==> config.mk <==
export PLATFORM = sky130hd
export DESIGN_NAME = urna_booth_arbiter
export DESIGN_NICKNAME = d
export VERILOG_FILES = /design/src/rtl/urna_pkg.sv /design/src/rtl/urna_rr_picker.sv /design/src/rtl/urna_booth_arbiter.sv
export SDC_FILE = /design/constraint.sdc
export NUM_CORES = 1
export LEC_CHECK = 0
export ABC_AREA = 1
export BUFFER_PORTS_ARGS = -buffer_cell sky130_fd_sc_hd__buf_2
export CORE_AREA = 10 10 74 76
export CTS_CLUSTER_SIZE = 20
export DETAILED_ROUTE_END_ITERATION = 10
export DIE_AREA = 0 0 84 86
export HOLD_SLACK_MARGIN = 0.06
export PLACE_DENSITY = 0.84
export SKIP_CTS_REPAIR_TIMING = 1
export SYNTH_ARGS = -nofsm -noshare
export SYNTH_HDL_FRONTEND = slang
export SYNTH_SLANG_ARGS = --single-unit
==> constraint.sdc <==
create_clock -name clk -period 4.1 [get_ports clk]
set_clock_uncertainty 0.2 [all_clocks]
set_input_delay 0.205 -clock clk [delete_from_list [all_inputs] [get_ports clk]]
set_output_delay 0.205 -clock clk [all_outputs]
set_load 0.02 [all_outputs]
==> src/rtl/urna_pkg.sv <==
// Shared definitions for the Urna booth arbiter: session states, default widths
// and the vote-code constants also used by the tally unit.
package urna_pkg;

    typedef enum logic [1:0] {
        S_IDLE   = 2'd0,
        S_OPEN   = 2'd1,
        S_BUSY   = 2'd2,
        S_CLOSED = 2'd3
    } state_t;

    localparam int DEF_CODE_W = 4;
    localparam int DEF_CNT_W  = 8;

    // One-hot keypad digits voto0..voto3; all-zero is the null vote.
    localparam logic [3:0] VOTO_NULO = 4'b0000;
    localparam logic [3:0] VOTO_A    = 4'b0001;
    localparam logic [3:0] VOTO_B    = 4'b0010;
    localparam logic [3:0] VOTO_C    = 4'b0100;
    localparam logic [3:0] VOTO_D    = 4'b1000;

endpackage

==> src/rtl/urna_rr_picker.sv <==
// Combinational round-robin selector: first set request at or above the pointer,
// wrapping at N, plus a flag telling whether any request is present.
module urna_rr_picker #(
    parameter int N   = 4,
    parameter int IDW = $clog2(N)
) (
    input  logic [N-1:0]   req,
    input  logic [IDW-1:0] ptr,
    output logic [IDW-1:0] grant,
    output logic           any
);

    // Walk offsets from farthest to nearest so the nearest requester wins.
    always_comb begin : pick
        logic [IDW:0] idx;
        grant = '0;
        any   = 1'b0;
        idx   = '0;
        for (int off = N - 1; off >= 0; off--) begin
            idx = {1'b0, ptr} + (IDW + 1)'(off);
            if (idx >= (IDW + 1)'(N)) begin
                idx = idx - (IDW + 1)'(N);
            end
            if (req[idx[IDW-1:0]]) begin
                grant = idx[IDW-1:0];
                any   = 1'b1;
            end
        end
    end

endmodule

==> src/rtl/urna_booth_arbiter.sv <==
// Session controller and round-robin arbiter sharing one tally unit among booths.
// Optional ack-wait timeout is built only when URNA_ARB_TIMEOUT_EN is defined.
module urna_booth_arbiter
    import urna_pkg::*;
#(
    parameter int N_BOOTHS = 4,
    parameter int CODE_W   = DEF_CODE_W,
    parameter int CNT_W    = DEF_CNT_W,
    parameter int TIMEOUT  = 16
) (
    input  logic                         clk,
    input  logic                         rst,
    input  logic                         open,
    input  logic                         finish,
    input  logic [N_BOOTHS-1:0]          booth_valid,
    input  logic [N_BOOTHS*CODE_W-1:0]   booth_code,
    input  logic [N_BOOTHS-1:0]          booth_swap,
    input  logic                         tally_ack,
    output logic                         tally_valid,
    output logic [CODE_W-1:0]            tally_code,
    output logic [$clog2(N_BOOTHS)-1:0]  grant_id,
    output logic [N_BOOTHS-1:0]          booth_done,
    output logic [1:0]                   estado,
    output logic [CNT_W-1:0]             total_votes,
    output logic                         err_timeout
);

    localparam int IDW = $clog2(N_BOOTHS);

    state_t              state_q, state_d;
    logic [N_BOOTHS-1:0] armed_q, armed_d;
    logic [IDW-1:0]      ptr_q, ptr_d;
    logic                finish_pend_q, finish_pend_d;
    logic                tally_valid_q, tally_valid_d;
    logic [CODE_W-1:0]   tally_code_q, tally_code_d;
    logic [IDW-1:0]      grant_id_q, grant_id_d;
    logic [N_BOOTHS-1:0] booth_done_q, booth_done_d;
    logic [CNT_W-1:0]    total_votes_q, total_votes_d;

    logic [N_BOOTHS-1:0] pick_req;
    logic [IDW-1:0]      pick_id;
    logic                pick_any;
    logic [IDW-1:0]      next_ptr;
    logic [CODE_W-1:0]   codes [N_BOOTHS];

`ifdef URNA_ARB_TIMEOUT_EN
    localparam int TMR_W = $clog2(TIMEOUT + 1);
    logic [TMR_W-1:0] timer_q, timer_d;
    logic             err_timeout_q, err_timeout_d;
`endif

    assign pick_req = booth_valid & armed_q;

    urna_rr_picker #(
        .N   (N_BOOTHS),
        .IDW (IDW)
    ) u_picker (
        .req   (pick_req),
        .ptr   (ptr_q),
        .grant (pick_id),
        .any   (pick_any)
    );

    always_comb begin
        for (int i = 0; i < N_BOOTHS; i++) begin
            codes[i] = booth_code[i*CODE_W +: CODE_W];
        end
    end

    assign next_ptr = (grant_id_q == IDW'(N_BOOTHS - 1)) ? '0 : grant_id_q + IDW'(1);

    always_comb begin
        state_d       = state_q;
        armed_d       = armed_q;
        ptr_d         = ptr_q;
        finish_pend_d = finish_pend_q;
        tally_valid_d = tally_valid_q;
        tally_code_d  = tally_code_q;
        grant_id_d    = grant_id_q;
        booth_done_d  = '0;
        total_votes_d = total_votes_q;
`ifdef URNA_ARB_TIMEOUT_EN
        timer_d       = timer_q;
        err_timeout_d = err_timeout_q;
`endif
        case (state_q)
            S_IDLE: begin
                if (open) begin
                    state_d       = S_OPEN;
                    armed_d       = '1;
                    total_votes_d = '0;
                    finish_pend_d = 1'b0;
                end
            end
            S_OPEN: begin
                armed_d = armed_q | booth_swap;
                if (finish) begin
                    state_d = S_CLOSED;
                end else if (pick_any) begin
                    state_d       = S_BUSY;
                    tally_valid_d = 1'b1;
                    tally_code_d  = codes[pick_id];
                    grant_id_d    = pick_id;
`ifdef URNA_ARB_TIMEOUT_EN
                    timer_d       = '0;
`endif
                end
            end
            S_BUSY: begin
                armed_d = armed_q | booth_swap;
                if (finish) begin
                    finish_pend_d = 1'b1;
                end
                // The ack disarm is applied after the swap re-arm so it wins a collision.
                if (tally_ack) begin
                    tally_valid_d            = 1'b0;
                    booth_done_d[grant_id_q] = 1'b1;
                    armed_d[grant_id_q]      = 1'b0;
                    if (total_votes_q != '1) begin
                        total_votes_d = total_votes_q + CNT_W'(1);
                    end
                    ptr_d         = next_ptr;
                    state_d       = (finish_pend_q || finish) ? S_CLOSED : S_OPEN;
                    finish_pend_d = 1'b0;
                end
`ifdef URNA_ARB_TIMEOUT_EN
                else if (timer_q == TMR_W'(TIMEOUT - 1)) begin
                    tally_valid_d = 1'b0;
                    err_timeout_d = 1'b1;
                    ptr_d         = next_ptr;
                    state_d       = S_OPEN;
                end else begin
                    timer_d = timer_q + TMR_W'(1);
                end
`endif
            end
            default: begin
            end
        endcase
    end

    always_ff @(posedge clk or posedge rst) begin
        if (rst) begin
            state_q       <= S_IDLE;
            armed_q       <= '0;
            ptr_q         <= '0;
            finish_pend_q <= 1'b0;
            tally_valid_q <= 1'b0;
            tally_code_q  <= '0;
            grant_id_q    <= '0;
            booth_done_q  <= '0;
            total_votes_q <= '0;
        end else begin
            state_q       <= state_d;
            armed_q       <= armed_d;
            ptr_q         <= ptr_d;
            finish_pend_q <= finish_pend_d;
            tally_valid_q <= tally_valid_d;
            tally_code_q  <= tally_code_d;
            grant_id_q    <= grant_id_d;
            booth_done_q  <= booth_done_d;
            total_votes_q <= total_votes_d;
        end
    end

`ifdef URNA_ARB_TIMEOUT_EN
    always_ff @(posedge clk or posedge rst) begin
        if (rst) begin
            timer_q       <= '0;
            err_timeout_q <= 1'b0;
        end else begin
            timer_q       <= timer_d;
            err_timeout_q <= err_timeout_d;
        end
    end

    assign err_timeout = err_timeout_q;
`else
    assign err_timeout = 1'b0;
`endif

    assign tally_valid = tally_valid_q;
    assign tally_code  = tally_code_q;
    assign grant_id    = grant_id_q;
    assign booth_done  = booth_done_q;
    assign estado      = state_q;
    assign total_votes = total_votes_q;

endmodule

==> reports/metrics.csv, run 1 <==
metric,value,unit
Comb pwr share,59.4,%
Sequential Power Share,29.5,%
GRT busiest layer,met2,
mean area per synthesized cell,7.33,um2
Final Core Density,57.7,%
Multi-input gate area,0.00104,mm2
worst reg2reg path depth,11,
CP peak stage delay,0.64,ns
Final HPWL DP,3680,um
worst path cell trace,inv_1 -> ha_1 -> inv_1 -> nor2_1 -> inv_1 -> nand2_1 -> a21oi_1 -> nand3_1 -> nand2_1 -> nand2_1 -> nor2_1,
# H-tree levels,1,
global-route wire length before repair,7810,um
final setup fails,0,
Initial DRT Pass Iterations,4,
maximum VDD drop,0.300,mV
failing checks,negative hold slack,
Main synth FF type,dfrtp_1,
Leak,0.00124,uW
grt ovf,0,
number of global-route vias before repair,1774,
Vias/cell,4.94,
Wirelength per Cell,12.4,um
fin crit period,2.63,ns
CP max FO,14,
Crit path buffers/inverters,3,
Placer Congestion,0.897,
TritonCTS Buffers,3,
die area,0.00722,mm2
CP required,4.11,ns
fraction of layout cells with a size suffix above 1,25.0,%
met2 usage,21.5,%
Post-Syn Instances,267,
area delta synth->final,17.0,%
Final Max Tran Viols,0,
GR Layer Usage met3,2.74,%
Post-Route WL,4530,um
Placed Area,0.00224,mm2
clock tree buffer depth,2,
I/O Pins,51,
Skew-Pair Late Insertion Delay,0.27,ns
Initial Util,49.3,%
critical path class,flop to flop,
CTS tree,built,
"most common cell after layout, fill and taps aside",nand2_1,
Ys Warns,0,
syn nets,305,
Post-synth EDFFs,0,
met1 Use GR,15.0,%
Hold Crit Class,input pin to asynchronous set/reset pin,
WP depth,11,
largest net degree at the start of global routing,29,
endpoint class of the critical path,flop,
Starting DRT DRC Count,92,
crit-path leading delay family,compound AO/OA/AOI/OAI gates,
Hold Fails Final Rpt,28,
fraction of registers with async set/reset,100,%
fillcell total,395,
Root Driver,clkbuf_8,
Sw Share,50.9,%
Register Area,701,um2
most frequent cells in the layout,"nand2_1 (52), buf_2 (49), inv_1 (45)",
NetSw,787,uW
Non-Filler Instances,366,
total power,1550,uW
"Distinct cells, synth",26,
via count,1807,
Post-route DRC,0,
worst relative slew slack,28.1,%
Max Cap Violations,0,
Overall Global Routing Usage,12.4,%
register area share after synthesis,35.8,%
Fmax achieved,0.381,GHz
number of cells after detailed placement,362,
P per Cell Area,674,mW/mm2
Synth Cell Area,0.00196,mm2
Startpoint Class,flop,
Tcrit/Tclk final,64.1,%
internal power,758,uW
Clk pwr share,11.1,%
row count,23,
unrepaired setup endpoints after global routing,false,
"Slowest-stage cell, CP",a21oi_1,
Die X,84,um
Nets,355,
initial antenna violation count,0,
CORE AREA,0.00397,mm2
clock slew at reported path FFs,0.09,ns
# clock sinks,28,
final setup TNS,0,ns
Worst Max-Slew Pin Slew,1.08,ns
register bit total from synthesis,28,
Final Instance Area,0.00229,mm2
Critical Path AT,2.64,ns
status,"finished, violations left",
port bufs,49,
Chip Height,86,um
Worst Hold Margin,-0.0129,ns
Ant. Diodes,0,
remaining antenna violation count,0,
worst register-to-register path, delay by kind of cell, from the launching register on:
| family | cells | cell delay, ns |
|---|---|---|
| AOI/OAI and AO/OA | 1 | 0.64 |
| buffers and inverters | 3 | 0.41 |
| adders and majority gates | 1 | 0.33 |
| DFF | 1 | 0.40 |
| and+or+nand+nor | 6 | 0.58 |
flip-flops by register name (all words and copies together) (netlist names):
register / cells
total_votes: 8
finish_pend_q: 1
estado: 2
ptr_q: 2
tally_code: 4
grant_id: 2
booth_done: 4
armed_q: 4
tally_valid: 1
routing by layer:
layer	routed length (um)	up-vias
met5	0	-
met2	2190	33
met3	207	4
li1	-	944
met4	52	0
met1	2090	826
power groups by stage:
stage	Sequential [uW]	Clock, uW	Combinational, uW
2_1_floorplan	495	0	687
3_3_place_gp	456	0	906
3_5_place_dp	460	0	922
4_1_cts	458	174	926
5_1_grt	470	187	1050
6_report	455	172	918
worst paths after layout:
| kind | startpoint | endpoint | slack [ns] |
|---|---|---|---|
| worst min-delay path | rst | booth_done[1] | -0.01 |
| min in group clk | booth_code[7] | tally_code[3] | 0.05 |
| max in group asynchronous | rst | grant_id[0] | 3.07 |
| worst max register to register | estado[0] | total_votes[5] | 1.47 |
| worst min register to register | tally_code[0] | tally_code[0] | 0.32 |
| worst max-delay path | estado[0] | total_votes[5] | 1.47 |
cell type report:
| cell class | count | area share, % |
|---|---|---|
| Clock buffer | 4 | 2.40 |
| Inverter | 49 | 8.03 |
| Multi-Input combinational cell | 186 | 45.5 |
| Sequential cell | 28 | 30.6 |
| Tap cell | 50 | 2.73 |
| Timing Repair Buffer | 49 | 10.7 |
logic make-up after synthesis:
| family | count (synthesis) | share of synthesized area, % |
|---|---|---|
| other | 1 | 0.192 |
| buffers and inverters | 53 | 10.9 |
| flip-flops | 28 | 35.8 |
| AND/OR/NAND/NOR | 138 | 36.0 |
| XOR/XNOR | 3 | 1.34 |
| AO/OA/AOI/OAI | 35 | 9.97 |
| adder cells (fa/ha/maj) | 9 | 5.75 |
cell usage after synthesis (2+ instances only):
master | number | area (um2)
nor3_1 | 2 | 10.0
ha_1 | 9 | 113
nand2_1 | 52 | 195
nand2_4 | 4 | 45.0
o21ai_0 | 18 | 90.1
nand3b_1 | 4 | 30.0
nand2_2 | 10 | 62.6
nor2_4 | 2 | 22.5
xor2_1 | 3 | 26.3
nand3_1 | 33 | 165
a21oi_1 | 10 | 50.1
buf_4 | 2 | 15.0
nor2_1 | 24 | 90.1
nand4_1 | 2 | 12.5
inv_1 | 45 | 169
nand3_4 | 3 | 52.6
inv_2 | 4 | 15.0
nand3_2 | 2 | 20.0
o22ai_1 | 4 | 25.0
dfrtp_1 | 28 | 701
through the flow:
| stage | hold slack, ns | worst slack (ns) |
|---|---|---|
| final | -0.0129 | 1.47 |
| after global routing | 0.0794 | 1.11 |
| after CTS | 0.0296 | 1.47 |
| after detailed placement | 0.291 | 1.49 |
| after global placement | 0.286 | 1.62 |
| after floorplan | 0.0704 | 2.13 |
Note: power is estimated with default switching activity, not from simulation.
==> run 2, diff against run 1 <==
Settings changed: CORE_AREA 10 10 74 76 to 10 10 75 77, DIE_AREA 0 0 84 86 to 0 0 85 87, PLACE_DENSITY 0.84 to 0.85.
Clock period 4.1 ns to 2.35 ns, I/O delays scaled along.
==> run 2 against run 1 <==
The flow now finishes without violations; flip-flop and latch count did not move; global-route usage up 0.90 points; worst setup slack worse by 1.2 ns; sequential power grew 76%; worst hold slack improved by 0.047 ns; count of clock-buffer cells in the layout decreased by 1; via count is 7.9% higher; register-to-register slack got worse by 1.2 ns; critical path depth unchanged; first-iteration DRC count is 70% higher; clock power increased by 120%; critical path type unchanged; largest power group unchanged.
==> reports/metrics.csv, run 2 (same netlist as run 1, synthesis figures left out) <==
metric,value,unit,change
status,finished clean,,
Post-Route WL,5230,um,+15%
via count,1950,,+7.9%
CTS tree,built,,
Fmax achieved,0.471,GHz,+24%
Chip Height,87,um,+1.2%
Sequential Power Share,27.9,%,-1.6 points
Hold Crit Class,input pin to flop,,
NetSw,1420,uW,+81%
unrepaired setup endpoints after global routing,false,,
Post-route DRC,0,,unchanged
CP max FO,11,,-3
Initial DRT Pass Iterations,4,,unchanged
TritonCTS Buffers,3,,unchanged
Skew-Pair Late Insertion Delay,0.28,ns,about the same
Final Instance Area,0.00256,mm2,+12%
pre-CTS setup slack,0.276,ns,-1.21 ns
CP peak stage delay,0.66,ns,+0.02 ns
Ant. Diodes,0,,unchanged
remaining antenna violation count,0,,unchanged
Placer Congestion,0.906,,+0.95%
Final Max Tran Viols,0,,unchanged
Wirelength per Cell,13.3,um,+7.1%
clock slew at reported path FFs,0.10,ns,about the same
Vias/cell,4.95,,+0.24%
critical path class,flop to flop,,
largest net degree at the start of global routing,29,,unchanged
Die X,85,um,+1.2%
row count,24,,+4.3%
Leak,0.00136,uW,+9.5%
internal power,1450,uW,+91%
Critical Path AT,2.08,ns,-0.56 ns
worst setup margin,0.228,ns,-1.24 ns
CP required,2.31,ns,-1.80 ns
endpoint class of the critical path,flop,,
number of global-route vias before repair,1882,,+6.1%
fillcell total,362,,-8.4%
Starting DRT DRC Count,156,,+70%
most frequent cells in the layout,"nand2_1 (52), buf_2 (49), inv_1 (45)",,
Nets,381,,+7.3%
I/O Pins,51,,unchanged
initial antenna violation count,1,,+1
Initial Util,46.2,%,-3.1 points
global-route wire length before repair,8470,um,+8.5%
max FFs per register,8,,unchanged
Overall Global Routing Usage,13.4,%,+0.90 points
final setup fails,0,,unchanged
maximum VDD drop,0.485,mV,+62%
die area,0.00740,mm2,+2.4%
area delta synth->final,30.9,%,
grt ovf,0,,unchanged
# H-tree levels,1,,unchanged
Root Driver,clkbuf_8,,
Placed Area,0.00226,mm2,+1.1%
Worst Hold Margin,0.0346,ns,+0.0474 ns
fraction of layout cells with a size suffix above 1,24.0,%,-1.0 points
Startpoint Class,flop,,
P per Cell Area,1120,mW/mm2,+66%
Tcrit/Tclk final,90.3,%,+26 points
fin crit period,2.12,ns,-0.505 ns
Max Cap Violations,0,,unchanged
clock tree buffer depth,2,,unchanged
worst path cell trace,inv_2 -> nand3_1 -> nand2_2 -> nand2_1 -> nand2_2 -> nand2_4 -> nand3_4 -> nand2_4 -> nand2_1 -> nand3_1 -> nand3_1,,
Sw Share,49.5,%,-1.4 points
cell repeated most along the worst path,nand3_1,,
"Slowest-stage cell, CP",dfrtp_1,,
Comb pwr share,58.9,%,-0.5 points
# clock sinks,28,,unchanged
Final HPWL DP,3800,um,+3.4%
CORE AREA,0.00423,mm2,+6.6%
total power,2870,uW,+86%
Clk pwr share,13.2,%,+2.1 points
Hold Fails Final Rpt,0,,-100%
port bufs,49,,unchanged
"most common cell after layout, fill and taps aside",nand2_1,,
final setup TNS,0,ns,unchanged
run 2: changes by cell type in the layout (fill, tap and decap cells not counted), sizes merged:
| cell | delta |
|---|---|
| clkbuf | -1 |
| dlygate4sd3 | +23 |
| bufinv | +1 |
| buf | +3 |
run 2: cell type report:
type	instances	area (um2)	share of cell area (%)
multi-input combinational	186	1040	40.7
clock buffer	3	41.3	1.61
timing repair buffer	75	498	19.4
clock inverter	1	30.0	1.17
sequential	28	701	27.3
tap	52	65.1	2.54
inverter	49	184	7.18
run 2: power groups by stage:
stage / Sequential (uW) / Combinational, uW / Clock, uW
after floorplan: 864 / 1200 / 0
after global placement: 801 / 1610 / 0
after detailed placement: 803 / 1640 / 0
after CTS: 799 / 1660 / 390
after global routing: 827 / 1920 / 410
final: 800 / 1690 / 379
run 2: final timing paths:
kind / start / endpoint / slack (ns) / cells after the start
setup / recovery: ptr_q[0] / tally_code[3] / 0.23 / 11
max in group asynchronous: rst / grant_id[1] / 1.45 / 4
hold reg to reg: tally_code[1] / tally_code[1] / 0.32 / 2
min in group asynchronous: rst / booth_done[1] / 0.23 / 4
setup reg to reg: ptr_q[0] / tally_code[3] / 0.23 / 11
hold / removal: finish / tally_valid / 0.03 / 4
run 2: layer usage:
metal | part of all wire (%) | routed length (um) | global-route usage [%] | vias up
li1 | - | - | - | 995
met1 | 39 | 2060 | 15.6 | 896
met2 | 53 | 2780 | 23.5 | 51
met3 | 6.0 | 312 | 2.90 | 6
met4 | 1.0 | 53 | 4.49 | 2
met5 | 0.25 | 13 | 0 | -
run 2: worst max-delay path: cells and delay by family (launching register included):
kind | cells | cell delay [ns]
and+or+nand+nor | 10 | 0.96
DFF | 1 | 0.66
buffers and inverters | 1 | 0.16
run 2: stage by stage:
stage,std cells,utilization [%]
after floorplan,267,-
after global placement,367,53.4
after detailed placement,367,53.4
after CTS,371,55.1
after global routing,394,60.5
final,394,60.5
==> run 3, diff against run 2 <==
Settings changed: CORE_AREA 10 10 75 77 to 10 10 74 76, DIE_AREA 0 0 85 87 to 0 0 84 86, PLACE_DENSITY 0.85 to 0.84.
Clock period 2.35 ns to 2.1 ns, I/O delays scaled along.
==> run 3 against run 2 <==
The run now ends with negative hold slack left; sequential share of layout area down 0.26 points; maximum frequency grew 11%; count of clock-buffer cells in the layout unchanged; global-route usage shrank 0.10 points; cell area up 1.1%; sequential power is 9.6% higher; flip-flop and latch count unchanged; first-iteration DRC count decreased by 30%; non-clock buffer count grew 2; clock power grew 12%; register-to-register slack worse by 0.05 ns; largest cell class unchanged; routed wire length up 2.3%.
==> reports/metrics.csv, run 3 (same netlist as run 1, synthesis figures left out) <==
metric,value,unit,change
status,"finished, violations left",,
failing checks,negative hold slack,,
initial antenna violation count,1,,unchanged
final setup TNS,0,ns,unchanged
Non-Filler Instances,395,,+0.25%
Overall Global Routing Usage,13.2,%,-0.10 points
Starting DRT DRC Count,109,,-30%
remaining antenna violation count,0,,unchanged
I/O Pins,51,,unchanged
fraction of layout cells with a size suffix above 1,25.3,%,+1.3 points
endpoint class of the critical path,flop,,
# clock sinks,28,,unchanged
row count,23,,-4.2%
Final Max Tran Viols,0,,unchanged
Hold Crit Class,input pin to flop,,
Vias/cell,5.01,,+1.3%
most frequent cells in the layout,"nand2_1 (52), buf_2 (49), inv_1 (45)",,
Comb pwr share,60.4,%,+1.5 points
worst path cell trace,inv_1 -> ha_1 -> buf_4 -> o21ai_0 -> a21oi_4 -> nand3_1 -> nand2_1 -> nand2_1 -> nor2_1,,
global-route wire length before repair,8340,um,-1.6%
max FFs per register,8,,unchanged
fillcell total,348,,-3.9%
NetSw,1620,uW,+14%
via count,1980,,+1.5%
Startpoint Class,flop,,
maximum VDD drop,0.759,mV,+56%
Sequential Power Share,26.6,%,-1.3 points
Register Area,702,um2,+0.18%
die area,0.00722,mm2,-2.3%
critical path class,flop to flop,,
CP peak stage delay,0.42,ns,-0.24 ns
TritonCTS Buffers,3,,unchanged
number of cells after detailed placement,368,,+0.27%
Clk pwr share,12.9,%,-0.3 points
Final Instance Area,0.00259,mm2,+1.1%
Fmax achieved,0.521,GHz,+11%
Hold Fails Final Rpt,1,,+1
"Slowest-stage cell, CP",dfrtp_1,,
"most common cell after layout, fill and taps aside",nand2_1,,
cell repeated most along the worst path,nand2_1,,
# H-tree levels,1,,unchanged
Placer Congestion,0.861,,-5.0%
Tcrit/Tclk final,91.4,%,+1.1 points
Post-route DRC,0,,unchanged
Skew-Pair Late Insertion Delay,0.27,ns,about the same
clock slew at reported path FFs,0.10,ns,about the same
Placed Area,0.00228,mm2,+0.89%
number of global-route vias before repair,1877,,-0.27%
Max Cap Violations,0,,unchanged
Worst Hold Margin,-0.00878,ns,-0.0433 ns
grt ovf,0,,unchanged
Multi-input gate area,0.00105,mm2,+1.1%
fin crit period,1.92,ns,-0.203 ns
Final HPWL DP,3920,um,+3.1%
port bufs,49,,unchanged
CP max FO,11,,unchanged
Leak,0.00137,uW,+0.80%
CP required,2.11,ns,-0.20 ns
Wirelength per Cell,13.5,um,+2.1%
Initial DRT Pass Iterations,4,,unchanged
Initial Util,49.3,%,+3.1 points
Critical Path AT,1.93,ns,-0.15 ns
Final Core Density,65.2,%,+4.7 points
CORE AREA,0.00397,mm2,-6.2%
P per Cell Area,1270,mW/mm2,+13%
clock tree buffer depth,2,,unchanged
Root Driver,clkbuf_8,,
Die X,84,um,-1.2%
Nets,383,,+0.52%
final setup fails,0,,unchanged
Post-Route WL,5350,um,+2.3%
Chip Height,86,um,-1.1%
area delta synth->final,32.3,%,
Sw Share,49.2,%,-0.31 points
largest net degree at the start of global routing,29,,unchanged
total power,3290,uW,+15%
CTS tree,built,,
internal power,1670,uW,+15%
-- run 3: cell types whose count changed in the layout (fill, tap and decap cells not counted) --
cell,change
dfrtp_1,-1
dlygate4sd3_1,-1
buf_4,+2
dfrtp_2,+1
diode_2,+1
a21oi_4,+1
a21oi_1,-1
buf_6,+1
-- run 3: worst max-delay path, delay by kind of cell (launching register included) --
| family | cells | cell delay [ns] |
|---|---|---|
| compound gates | 2 | 0.40 |
| fa+ha+maj | 1 | 0.20 |
| buf+inv | 2 | 0.30 |
| flops | 1 | 0.42 |
| simple gates | 4 | 0.34 |
-- run 3: layout make-up --
class / count / area share (%)
repair buffers: 77 / 19.8
multi-input cells: 186 / 40.7
flip-flops and latches: 28 / 27.1
clock inverters: 1 / 1.16
clock buffers: 3 / 1.59
well taps: 50 / 2.41
diodes: 1 / 0.0966
inverters: 49 / 7.10
-- run 3: routing by layer --
layer	share of wire [%]	track usage [%]	wire length, um	vias to the layer above
met5	0	0	0	-
met4	1.6	3.96	83	0
met3	5.5	2.18	292	8
met2	50	22.9	2690	67
met1	43	16.4	2280	906
li1	-	-	-	999
-- run 3: through the flow --
stage | setup WS, ns | hold WS (ns)
global placement | 0.184 | -0.0179
CTS | -0.00882 | -0.312
floorplan | 0.127 | -0.0296
finish | 0.181 | -0.00878
global route | -0.000610 | 0.0781
detailed placement | 0.0189 | -0.0105
-- run 3: worst paths after layout --
kind	from	end	slack, ns	cells past startpoint
max	estado[0]	total_votes[5]	0.18	9
min	booth_swap[3]	armed_q[3]	-0.009	5
max reg2reg	estado[0]	total_votes[5]	0.18	9
min reg2reg	tally_code[2]	tally_code[2]	0.31	2
max in group asynchronous	rst	ptr_q[0]	1.18	4
min in group asynchronous	rst	booth_done[0]	0.23	4
-- run 3: power groups by stage --
stage	Clock (uW)	Combinational (uW)	Sequential, uW
after floorplan	0	1340	967
after CTS	429	1910	878
final	426	1990	877
after global placement	0	1840	879
after global routing	450	2230	902
after detailed placement	0	1900	886
